==> config.mk <==
export PLATFORM = sky130hd
export DESIGN_NAME = div_unit
export DESIGN_NICKNAME = d
export VERILOG_FILES = /design/src/rtl/div_unit_pkg.sv /design/src/rtl/div_step.sv /design/src/rtl/div_unit.sv
export SDC_FILE = /design/constraint.sdc
export NUM_CORES = 1
export LEC_CHECK = 0
export BUFFER_PORTS_ARGS = -buffer_cell sky130_fd_sc_hd__buf_2
export CAP_MARGIN = 20
export CORE_ASPECT_RATIO = 2
export CORE_MARGIN = 8
export CORE_UTILIZATION = 50
export DETAILED_ROUTE_END_ITERATION = 7
export MAX_ROUTING_LAYER = met4
export PLACE_DENSITY = 0.75
export SLEW_MARGIN = 10
export SYNTH_ARGS = -nofsm -noshare
export SYNTH_HDL_FRONTEND = slang
export SYNTH_SLANG_ARGS = --single-unit
==> constraint.sdc <==
create_clock -name clk -period 2.8 [get_ports clk]
set_input_delay 0.42 -clock clk [delete_from_list [all_inputs] [get_ports clk]]
set_output_delay 0.42 -clock clk [all_outputs]
set_load 0.01 [all_outputs]
==> src/rtl/div_unit_pkg.sv <==
// div_unit_pkg
// Shared definitions for the multi-cycle divider: FSM state codes,
// ready/start literals, the 64-bit HI/LO result bus type and a helper
// that forms the operand magnitude for signed or unsigned division.
package div_unit_pkg;

  typedef enum logic [1:0] {
    DIV_FREE    = 2'b00,
    DIV_BY_ZERO = 2'b01,
    DIV_ON      = 2'b10,
    DIV_END     = 2'b11
  } div_state_e;

  localparam logic DIV_RESULT_READY     = 1'b1;
  localparam logic DIV_RESULT_NOT_READY = 1'b0;
  localparam logic DIV_START            = 1'b1;
  localparam logic DIV_STOP             = 1'b0;

  localparam logic [31:0] ZERO_WORD = 32'h0000_0000;

  // {remainder, quotient}, written to HI/LO by the execute stage
  typedef logic [63:0] double_reg_bus_t;

  // Two's-complement magnitude when the operation is signed, raw value
  // otherwise. 0x80000000 maps onto itself, which is still the correct
  // unsigned magnitude.
  function automatic logic [31:0] op_magnitude(input logic [31:0] value,
                                               input logic        is_signed);
    return (is_signed && value[31]) ? (~value + 32'd1) : value;
  endfunction

endpackage

==> src/rtl/div_step.sv <==
// div_step
// One radix-2 restoring division step (purely combinational).
// Ports:
//   rem_i     - shifted partial remainder {rem, next dividend bit}, 33 bits
//   divisor_i - divisor magnitude
//   rem_o     - partial remainder after the trial subtraction/restore
//   quo_bit_o - quotient bit produced by this step
module div_step #(
  parameter int W = 32
) (
  input  logic [W:0]   rem_i,
  input  logic [W-1:0] divisor_i,
  output logic [W-1:0] rem_o,
  output logic         quo_bit_o
);

  logic [W:0] diff;

  // NOTE: every always_comb output gets a default first so no path can
  // leave it unassigned and infer a latch.
  always_comb begin
    rem_o     = rem_i[W-1:0];
    quo_bit_o = 1'b0;
    diff      = rem_i - {1'b0, divisor_i};
    // A clear borrow bit means the divisor fit: keep the difference.
    // The partial remainder is always below the divisor afterwards, so
    // the low W bits hold it exactly in both branches.
    if (!diff[W]) begin
      rem_o     = diff[W-1:0];
      quo_bit_o = 1'b1;
    end
  end

endmodule

==> src/rtl/div_unit.sv <==
// div_unit
// Multi-cycle 32-bit divider for DIV/DIVU beside the execute stage.
// Radix-2 restoring, one quotient bit per cycle; the execute stage holds
// start_i until ready_o and then writes result_o to HI (remainder) and
// LO (quotient).
// Ports:
//   clk          - system clock
//   rst          - asynchronous active-low reset
//   signed_div_i - 1 = DIV (signed), 0 = DIVU
//   opdata1_i    - dividend
//   opdata2_i    - divisor
//   start_i      - request, held until ready_o
//   annul_i      - cancel the operation in flight
//   result_o     - {remainder, quotient}
//   ready_o      - result valid
// Configuration:
//   DIV_EARLY_OUT_EN - when defined, a dividend magnitude strictly below
//   the divisor magnitude finishes straight away (quo=0, rem=dividend).
module div_unit
  import div_unit_pkg::*;
#(
  parameter int DATA_W = 32  // only 32 is supported
) (
  input  logic                clk,
  input  logic                rst,
  input  logic                signed_div_i,
  input  logic [DATA_W-1:0]   opdata1_i,
  input  logic [DATA_W-1:0]   opdata2_i,
  input  logic                start_i,
  input  logic                annul_i,
  output logic [2*DATA_W-1:0] result_o,
  output logic                ready_o
);

  div_state_e  state_q;
  logic [4:0]  cnt_q;
  logic [31:0] rem_q;     // partial remainder
  logic [31:0] dvd_q;     // dividend bits shift out, quotient bits shift in
  logic [31:0] dsr_q;     // divisor magnitude
  logic        signed_q;
  logic        neg1_q;    // dividend was negative (signed only)
  logic        neg2_q;    // divisor was negative (signed only)

  logic [31:0] mag1;
  logic [31:0] mag2;
  logic [31:0] step_rem;
  logic        step_quo;
  logic [31:0] quo_fix;
  logic [31:0] rem_fix;

  assign mag1 = op_magnitude(opdata1_i, signed_div_i);
  assign mag2 = op_magnitude(opdata2_i, signed_div_i);

  div_step #(.W(32)) u_step (
    .rem_i     ({rem_q, dvd_q[31]}),
    .divisor_i (dsr_q),
    .rem_o     (step_rem),
    .quo_bit_o (step_quo)
  );

  // Sign correction: quotient negative when the signs differ, remainder
  // follows the dividend. 0x80000000 / -1 wraps to 0x80000000.
  assign quo_fix = (signed_q && (neg1_q ^ neg2_q)) ? (~dvd_q + 32'd1) : dvd_q;
  assign rem_fix = (signed_q && neg1_q) ? (~rem_q + 32'd1) : rem_q;

  // NOTE: sequential state uses non-blocking assignments only, so every
  // register samples the pre-edge values regardless of statement order.
  always_ff @(posedge clk or negedge rst) begin
    if (!rst) begin
      state_q  <= DIV_FREE;
      cnt_q    <= '0;
      rem_q    <= ZERO_WORD;
      dvd_q    <= ZERO_WORD;
      dsr_q    <= ZERO_WORD;
      signed_q <= 1'b0;
      neg1_q   <= 1'b0;
      neg2_q   <= 1'b0;
      result_o <= '0;
      ready_o  <= DIV_RESULT_NOT_READY;
    end else begin
      case (state_q)
        DIV_FREE: begin
          ready_o  <= DIV_RESULT_NOT_READY;
          result_o <= '0;
          if (start_i == DIV_START && !annul_i) begin
            if (opdata2_i == ZERO_WORD) begin
              // Zero operands make the END sign fix-up produce zero.
              rem_q    <= ZERO_WORD;
              dvd_q    <= ZERO_WORD;
              signed_q <= 1'b0;
              neg1_q   <= 1'b0;
              neg2_q   <= 1'b0;
              state_q  <= DIV_BY_ZERO;
            end
`ifdef DIV_EARLY_OUT_EN
            else if (mag1 < mag2) begin
              // rem = |dividend| re-signed by END equals opdata1_i itself.
              rem_q    <= mag1;
              dvd_q    <= ZERO_WORD;
              signed_q <= signed_div_i;
              neg1_q   <= signed_div_i & opdata1_i[31];
              neg2_q   <= signed_div_i & opdata2_i[31];
              state_q  <= DIV_END;
            end
`endif
            else begin
              rem_q    <= ZERO_WORD;
              dvd_q    <= mag1;
              dsr_q    <= mag2;
              signed_q <= signed_div_i;
              neg1_q   <= signed_div_i & opdata1_i[31];
              neg2_q   <= signed_div_i & opdata2_i[31];
              cnt_q    <= '0;
              state_q  <= DIV_ON;
            end
          end
        end

        DIV_BY_ZERO: begin
          state_q <= annul_i ? DIV_FREE : DIV_END;
        end

        DIV_ON: begin
          if (annul_i) begin
            state_q <= DIV_FREE;
          end else begin
            rem_q <= step_rem;
            dvd_q <= {dvd_q[30:0], step_quo};
            cnt_q <= cnt_q + 5'd1;
            if (cnt_q == 5'd31) begin
              state_q <= DIV_END;
            end
          end
        end

        DIV_END: begin
          // annul_i is deliberately not looked at here.
          if (start_i == DIV_START) begin
            ready_o  <= DIV_RESULT_READY;
            result_o <= {rem_fix, quo_fix};
          end else begin
            ready_o  <= DIV_RESULT_NOT_READY;
            result_o <= '0;
            state_q  <= DIV_FREE;
          end
        end

        default: state_q <= DIV_FREE;
      endcase
    end
  end

endmodule

# Word level (Yosys, flattened, before mapping)
# Index checks and enable logic that the tools add are counted.
[totals]
reg_bits = 171
[op_classes]
add_sub_neg = 6
eq_ne = 9
mux = 31
bitwise_logic = 8
reduce_logical = 15
[op_table]
columns = ["op", "count"]
rows = [
  ["2-to-1 mux 32 bit", 10],
  ["adder 32 x 1 -> 32 bit, second input constant", 4],
  ["inverter 32 bit", 4],
  ["one-hot mux 32 bit (2 select lines)", 2],
  ["one-hot mux 64 bit (2 select lines)", 1],
  ["2-to-1 mux 64 bit", 1],
  ["subtractor 33 x 32 -> 33 bit", 1],
  ["logical NOT 32 bit", 1],
  ["2-to-1 mux 5 bit", 3],
  ["2-to-1 mux 2 bit", 6],
  ["one-hot mux 5 bit (2 select lines)", 1],
  ["AND reduction 3 bit", 3],
  ["inequality test 2 bit, second input constant", 4],
  ["one-hot mux 2 bit (4 select lines)", 1],
  ["adder 5 x 1 -> 5 bit, second input constant", 1],
  ["equality test 5 bit, second input constant", 1],
  ["logical AND 1 bit", 5],
  ["2-to-1 mux 1 bit", 5],
  ["equality test 2 bit, second input constant", 2],
  ["AND reduction 4 bit", 1],
  ["nonzero test 2 bit", 2],
  ["inequality test 3 bit, second input constant", 1],
  ["AND 1 bit", 2],
  ["equality test 2 x 1 -> 1 bit, second input constant", 1],
  ["6 further kinds", 6],
]

# Logic depth before layout (Yosys ltp)
# Gate-level depths: netlist of run 1.
[depth]
depth_word = 6
mapped_depth = 14
mapped_depth_nobuf = 12

# Cells and area by module
# A second synthesis of run 1 with hierarchy kept.
[unflattened]
hier_cells = 1317
hier_area_um2 = 11611.1
[by_module_without_submodules]
columns = ["module", "n_inst", "cells_each", "area_each_um2"]
rows = [
  ["div_unit", 1, 1011, 9253.9],
  ["div_step", 1, 306, 2357.3],
]

# Worst setup path before layout of run 1
# OpenSTA, ideal clock, no wires.
[synth_path]
path_kind = "reg-to-reg"
start = "reg dvd_q[31]"
end = "reg dvd_q[0]"
arrival_ns = 2.928
t_required_ns = 2.673
path_slack_ns = -0.255
path_stages_with_launch = 15
synth_period_minus_slack_ns = 3.055
cell_sequence = "dfrtp_1 inv_1 ha_1 fa_1 nand2b_1 a21oi_1 o2111ai_1 nand4_1 nand4_1 and2_1 a211o_1 buf_2 buf_2 a222oi_1 inv_1"
[synth_between]
elab_chain_cells = 4
[synth_rtl]
columns = ["item", "line", "text"]
rows = [
  ["start: declaration", "div_unit.sv:38", "logic [31:0] dvd_q;"],
  ["start signal: assignment", "div_unit.sv:108", "dvd_q <= mag1;"],
  ["start signal: assignment", "div_unit.sv:128", "dvd_q <= {dvd_q[30:0], step_quo};"],
  ["subtractor 33 x 32 -> 33 bit", "div_step.sv:24", "diff = rem_i - {1'b0, divisor_i};"],
  ["2-to-1 mux 1 bit", "div_step.sv:28", "if (!diff[W]) begin"],
  ["2-to-1 mux 32 bit", "div_unit.sv:124", "if (annul_i) begin"],
  ["one-hot mux 32 bit (2 select lines)", "div_unit.sv:81", "case (state_q)"],
]
# Every way passes these cells. The select of a mux whose other input is x is not followed.
# A chain may end at the register's enable or synchronous reset.

# Worst setup path after layout of run 1
[layout_path]
start = "reg dvd_q[31]"
end = "reg rem_q[25]"
[layout_between]
elab_chain_cells = 4
[layout_rtl]
columns = ["item", "line", "text"]
rows = [
  ["subtractor 33 x 32 -> 33 bit", "div_step.sv:24", ""],
  ["2-to-1 mux 32 bit", "div_step.sv:28", ""],
  ["2-to-1 mux 32 bit", "div_unit.sv:124", ""],
  ["one-hot mux 32 bit (2 select lines)", "div_unit.sv:81", ""],
  ["end signal: assignment", "div_unit.sv:127", "rem_q <= step_rem;"],
  ["end: declaration", "div_unit.sv:37", "logic [31:0] rem_q;"],
]
# Every way passes these cells. The select of a mux whose other input is x is not followed.

==> reports/metrics.csv, run 1 <==
stage;metric;value;unit
setup_path;r2r_cells;14;
floorplanning;start_util;50.3;%
global_route;grt_pass1_vias;10669;
sta;fin_skew;0.00958;ns
pwr;powerDensity;905;mW/mm²
synth;synth_cell_type_count;71;
synth;ys_seq_area_share;38.9;%
global_route;grt_max_degree;67;
sta;tightest_slew;0.715;ns
sta;hold_slack;0.268;ns
synth;synth_edf_count;0;
setup_path;cp-startpoint;dvd_q[31];
setup_path;rrSetupSlack;-0.17;ns
setup_path;critPathLaunchType;flop;
synth;yosysWarnings;0;
floorplanning;core_area;0.0219;mm²
final_layout;final_nets;1552;
synth;yosysMostFrequentCell;dfrtp_1;
sta;relSlewSlack;52.3;%
synth;syn_inst;1209;
setup_path;path_common_cell;nand4_1;
synth;syn_area;0.0110;mm²
routing;vias_per_cell;5.90;
hold_path;holdPathStages;3;
routing;detail_route.wl_per_cell;18.8;µm
final_layout;drive_gt1_share;24.0;%
hold_path;whs_endpoint;dsr_q[1];
placement;place_congestion;0.950;
pwr;finalPower;12.4;mW
routing;drc;0;
floorplanning;die_area;0.0273;mm²
clock_network;clock_path_buffers;2;
routing;drtPass1Iterations;5;
clock_network;cts_sinks;171;
sta;setup_viol;33;
job;cap_violations;0;
synth;synth_top_cell_by_area;dfrtp_1;
synth;async_flop_share;100;%
setup_path;timing.rr.end;rem_q[25];
floorplanning;dieHeight;226;µm
placement;portBuffers;133;
floorplanning;die_w;121;µm
global_route;grt-ovfl-total;0;
setup_path;cp-end-kind;flop;
routing;drt-initial-drc-count;720;
setup_path;crit_required;3.11;ns
pwr;ir_drop;531;µV
hold_path;min_path_type;in -> reg;
synth;synthTopCellsByArea;dfrtp_1, xor2_1, xnor2_1;
placement;postPlaceCellArea;0.0127;mm²
setup_path;slowest_stage;a211o_4;
synth;ys_ff_latch;171;
setup_path;cpLargestDelayFamily;compound AO/OA/AOI/OAI gates;
clock_network;clk_latency;0.44;ns
sta;drv_slew;0;
status;outcome;complete, but fails checks;
pwr;total_leakage_power;6.67;nW
global_route;grt_usage;24.7;%
clock_network;cts_root_buffer;clkbuf_16;
setup_path;cp_cell_sequence;inv_2 > ha_4 > fa_2 > nand2b_4 > a21oi_4 > o2111ai_2 > nand4_1 > nand4_1 > and2_4 > a211o_4 > buf_4 > clkbuf_16 > mux2i_1 > o21ai_0;
clock_network;cts_tree;done;
synth;synth_common_cells;dfrtp_1, nand2_1, o21ai_0;
global_route;antenna_found_initial;1;
sta;rsz0062_at_grt;yes;
setup_path;cpPeakStageDelay;0.40;ns
setup_path;critical_path_class;reg -> reg;
synth;syn_area_per_cell;9.09;µm²
placement;dp_hpwl;23.4;mm
setup_path;path_max_fanout;5;
synth;yosysTopAreaCellShare;38.9;%
routing;vias;10213;
sta;fin_crit_sh;106;%
sta;period_needed;2.97;ns
synth;synthFlopType;dfrtp_1;
clock_network;cts.htree.levels;4;
routing;drt-total-wl;32.6;mm
synth;syn_nets;1320;
clock_network;numCtsBuffers;17;
routing;antenna_left;0;
sta;hold_viol;0;
floorplanning;io_pins;134;
global_route;grt_pass1_wl;52.4;mm
setup_path;r2r-start;dvd_q[31];
setup_path;path_buf_inv;3;
floorplanning;rows;77;
status;violations;negative setup slack;
sta;final.setup.worst_slack;-0.174;ns
sta;clock.fmax;336;MHz
clock_network;path_clk_slew;0.07;ns
final_layout;design_area;0.0137;mm²
hold_path;hold_start;opdata2_i[1];
final_layout;area_delta_synth_final;24.4;%
setup_path;arrival;3.28;ns
cells by family (layout without fill, tap and decap cells):
family	after synthesis	count (layout)	share of synthesized area, %
other cells	0	1	0
fa+ha+maj	42	42	4.85
buf+inv	112	357	4.03
compound gates	387	387	23.1
mux	32	32	2.93
simple gates	318	318	14.4
flops	171	171	38.9
xor+xnor	147	147	11.7
area by class of cell:
type / count / area [µm²]
diodes: 1 / 2.50
clock buffers: 19 / 443
clock inverters: 13 / 168
fillers: 1763 / 8200
inverters: 52 / 195
multi-input cells: 926 / 6410
flip-flops and latches: 171 / 4280
well taps: 276 / 345
repair buffers: 273 / 1830
worst register-to-register path, delay by kind of cell (launching register included):
family | cells | cell delay, ns
AND/OR/NAND/NOR | 4 | 0.70
multiplexers | 1 | 0.13
flip-flops | 1 | 0.37
buffers and inverters | 3 | 0.37
adder cells (fa/ha/maj) | 2 | 0.50
AO/OA/AOI/OAI | 4 | 0.77
layer usage:
layer	share of wire, %	vias up	GRT usage [%]
met3	4.9	126	4.73
met1	38	4888	26.3
li1	-	4828	-
met2	51	371	41.0
met5	0	-	-
met4	5.7	0	15.7
where the power goes:
group	leakage, nW	switching, mW	internal, mW	total (mW)
clock network	0.282	1.04	1.43	2.47
logic	4.11	3.67	2.64	6.30
registers	2.28	0.487	3.11	3.60
metrics by stage:
| stage | worst slack, ns | setup TNS, ns | cells | util (%) |
|---|---|---|---|---|
| 5_1_grt | -0.267 | -5.93 | 1731 | 62.5 |
| 6_report | -0.174 | -2.80 | 1731 | 62.5 |
| 3_3_place_gp | -0.174 | -0.404 | 1669 | 58.0 |
| 3_5_place_dp | -0.214 | -4.87 | 1669 | 58.0 |
| 4_1_cts | -0.168 | -2.58 | 1726 | 62.1 |
| 2_1_floorplan | 0.00461 | 0 | 1209 | - |
cells in the final DEF (no fill, tap or decap), types with 38 or more instances in the layout:
master   instances
buf_4          130
ha_1            38
buf_2          132
nor2_1          58
o21ai_0         86
dfrtp_1        171
inv_1           51
nand2_1        127
o21ai_1         46
xor2_1          76
xnor2_1         71
a21oi_1         67
a22o_1          65
repair_timing:
action | CTS | global route
hold buffers | 1 | 0
gates cloned | 1 | 1
pin swaps | 9 | 10
setup buffers | 23 | 5
gates resized for setup | 36 | 21
endpoints found under the hold margin | 58 | 0
setup endpoints to repair | 35 | 39
flip-flops by register name, indices dropped and copies added (netlist names):
name / cells
signed_q: 1
result_o: 64
neg2_q: 1
ready_o: 1
neg1_q: 1
cnt_q: 5
rem_q: 32
dvd_q: 32
state_q: 2
dsr_q: 32
worst max path at each step:
| stage | end | slack [ns] | cells past startpoint |
|---|---|---|---|
| 2_1_floorplan | dvd_q[1] | 0.005 | 9 |
| 3_3_place_gp | dvd_q[31] | -0.17 | 11 |
| 3_5_place_dp | dvd_q[31] | -0.21 | 11 |
| 4_1_cts | dvd_q[0] | -0.17 | 13 |
| 5_1_grt | dvd_q[0] | -0.27 | 13 |
| 6_report | rem_q[25] | -0.17 | 14 |
Power figures use the tool's default switching activity.
==> run 2, diff against run 1 <==
PLACE_DENSITY = 0.73   (was 0.75)
==> reports/metrics.csv, run 2 (synthesized netlist as in run 1, its figures left out) <==
stage;metric;value;unit;change
sta;period_needed;2.83;ns;-0.146 ns
placement;portBuffers;133;;unchanged
setup_path;r2r_cells;12;;-2
final_layout;largest_reg_flops;64;;unchanged
setup_path;cp-end-kind;flop;;
global_route;grt_max_degree;67;;unchanged
final_layout;regMostFlops;result_o;;
routing;drtPass1Iterations;5;;unchanged
floorplanning;start_util;50.3;%;unchanged
floorplanning;rows;77;;unchanged
routing;detail_route.wl_per_cell;18.3;µm;-2.5%
clock_network;cts_sinks;171;;unchanged
sta;fin_skew;0.0106;ns;+0.000970 ns
final_layout;final_nets;1533;;-1.2%
placement;dp_hpwl;23.4;mm;-0.21%
status;outcome;complete, but fails checks;;
clock_network;numCtsBuffers;17;;unchanged
setup_path;path_max_fanout;4;;-1
job;cap_violations;0;;unchanged
sta;final.setup.worst_slack;-0.0288;ns;+0.146 ns
floorplanning;io_pins;134;;unchanged
sta;relSlewSlack;49.1;%;-3.3 points
final_layout;fillCellCount;1821;;+3.3%
sta;rsz0062_at_grt;yes;;
placement;numPlacedInstances;1669;;unchanged
sta;hold_viol;0;;unchanged
setup_path;crit_required;3.13;ns;+0.02 ns
floorplanning;core_area;0.0219;mm²;unchanged
global_route;grt_usage;24.1;%;-0.57 points
floorplanning;die_w;121;µm;unchanged
setup_path;arrival;3.16;ns;-0.12 ns
setup_path;timing.rr.end;dvd_q[0];;
sta;fin_crit_sh;101;%;-5.2 points
hold_path;hold_start;opdata2_i[1];;
sta;setup_viol;2;;-94%
global_route;grt_pass1_wl;51.5;mm;-1.7%
floorplanning;dieHeight;226;µm;unchanged
pwr;finalPower;12.0;mW;-3.4%
routing;drc;0;;unchanged
final_layout;final_util;61.7;%;-0.85 points
sta;tightest_slew;0.764;ns;+0.0489 ns
hold_path;min_path_type;in -> reg;;
final_layout;layout.cells.most_common;dfrtp_1;;
clock_network;cts.htree.levels;4;;unchanged
clock_network;clk_latency;0.45;ns;about the same
status;violations;negative setup slack;;
final_layout;area_delta_synth_final;22.7;%;
final_layout;antenna_cells;0;;-1
clock_network;clock_path_buffers;2;;unchanged
setup_path;critical_path_class;reg -> reg;;
clock_network;path_clk_slew;0.07;ns;about the same
setup_path;rrSetupSlack;-0.03;ns;+0.15 ns
final_layout;stdcell_count;1711;;-1.2%
global_route;antenna_found_initial;0;;-1
floorplanning;die_area;0.0273;mm²;unchanged
final_layout;seqCellArea;0.00428;mm²;unchanged
clock_network;cts_root_buffer;clkbuf_16;;
sta;drv_slew;0;;unchanged
final_layout;drive_gt1_share;22.9;%;-1.1 points
pwr;total_leakage_power;6.56;nW;-1.7%
routing;drt-total-wl;31.4;mm;-3.6%
setup_path;r2r-start;dsr_q[0];;
routing;drt-initial-drc-count;597;;-17%
routing;vias;10110;;-1.0%
pwr;powerDensity;887;mW/mm²;-2.0%
hold_path;whs_endpoint;dsr_q[1];;
global_route;grt_pass1_vias;10416;;-2.4%
global_route;grt-ovfl-total;0;;unchanged
placement;place_congestion;1.02;;+7.3%
sta;hold_slack;0.269;ns;+0.00152 ns
final_layout;final_cell_mix;dfrtp_1, buf_2, nand2_1, buf_4, o21ai_0;;
sta;clock.fmax;354;MHz;+5.1%
routing;antenna_left;0;;unchanged
clock_network;cts_tree;done;;
placement;pre_cts_ws;-0.0904;ns;+0.123 ns
hold_path;holdPathStages;3;;unchanged
final_layout;multi_input_area;0.00640;mm²;-0.23%
setup_path;critPathLaunchType;flop;;
routing;vias_per_cell;5.91;;+0.15%
pwr;ir_drop;554;µV;+4.3%
[run 2: through the flow]
| step | setup TNS (ns) | area [µm²] |
|---|---|---|
| 2_1_floorplan | 0 | 11000 |
| 6_report | -0.0342 | 13500 |
| 5_1_grt | -3.06 | 13500 |
| 4_1_cts | -1.15 | 13400 |
| 3_5_place_dp | -3.18 | 12700 |
| 3_3_place_gp | -0.352 | 12700 |
[run 2: per-layer routing]
layer / vias to the layer above / global-route usage [%] / wire length [µm]
met5: - / - / 0
met4: 0 / 14.1 / 1700
met3: 106 / 4.11 / 1380
met2: 289 / 39.6 / 16000
met1: 4933 / 26.9 / 12300
li1: 4782 / - / -
[run 2: critical path: stages (launching register included)]
cell and delay, ns:
dfrtp_1 0.41, ha_4 0.18, fa_2 0.34, nand2b_4 0.16
a21oi_4 0.13, o2111ai_2 0.12, nand4_1 0.15, nand4_1 0.15
and2_4 0.18, a211o_4 0.38, buf_6 0.14, a222oi_1 0.29
inv_1 0.07
[run 2: layout make-up]
cell class	count	area share [%]
inverter	52	1.45
timing repair buffer	254	12.6
clock inverter	12	0.779
sequential	171	31.7
tap	276	2.56
multi-input combinational	926	47.4
clock buffer	20	3.46
[run 2: how the worst max path moves through the flow]
stage | start | endpoint | slack [ns]
after floorplan | opdata2_i[7] | dvd_q[1] | 0.005
after global placement | opdata2_i[7] | dvd_q[0] | -0.05
after detailed placement | opdata1_i[4] | dvd_q[28] | -0.09
after CTS | dsr_q[0] | dvd_q[0] | -0.10
after global routing | dvd_q[31] | dvd_q[0] | -0.13
final | dsr_q[0] | dvd_q[0] | -0.03
[run 2: repair_timing]
| action | in CTS | in global routing |
|---|---|---|
| hold endpoints to repair | 56 | 0 |
| hold buffers | 1 | 0 |
| gates resized for setup | 32 | 13 |
| gates cloned | 1 | 0 |
| endpoints found under the setup margin | 33 | 39 |
| pin swaps | 8 | 13 |
| setup buffers | 1 | 7 |
[run 2: power breakdown]
part	internal, mW	switching (mW)	total [mW]
sequential	3.11	0.483	3.59
combinational	2.50	3.58	6.08
clock	1.23	1.06	2.28
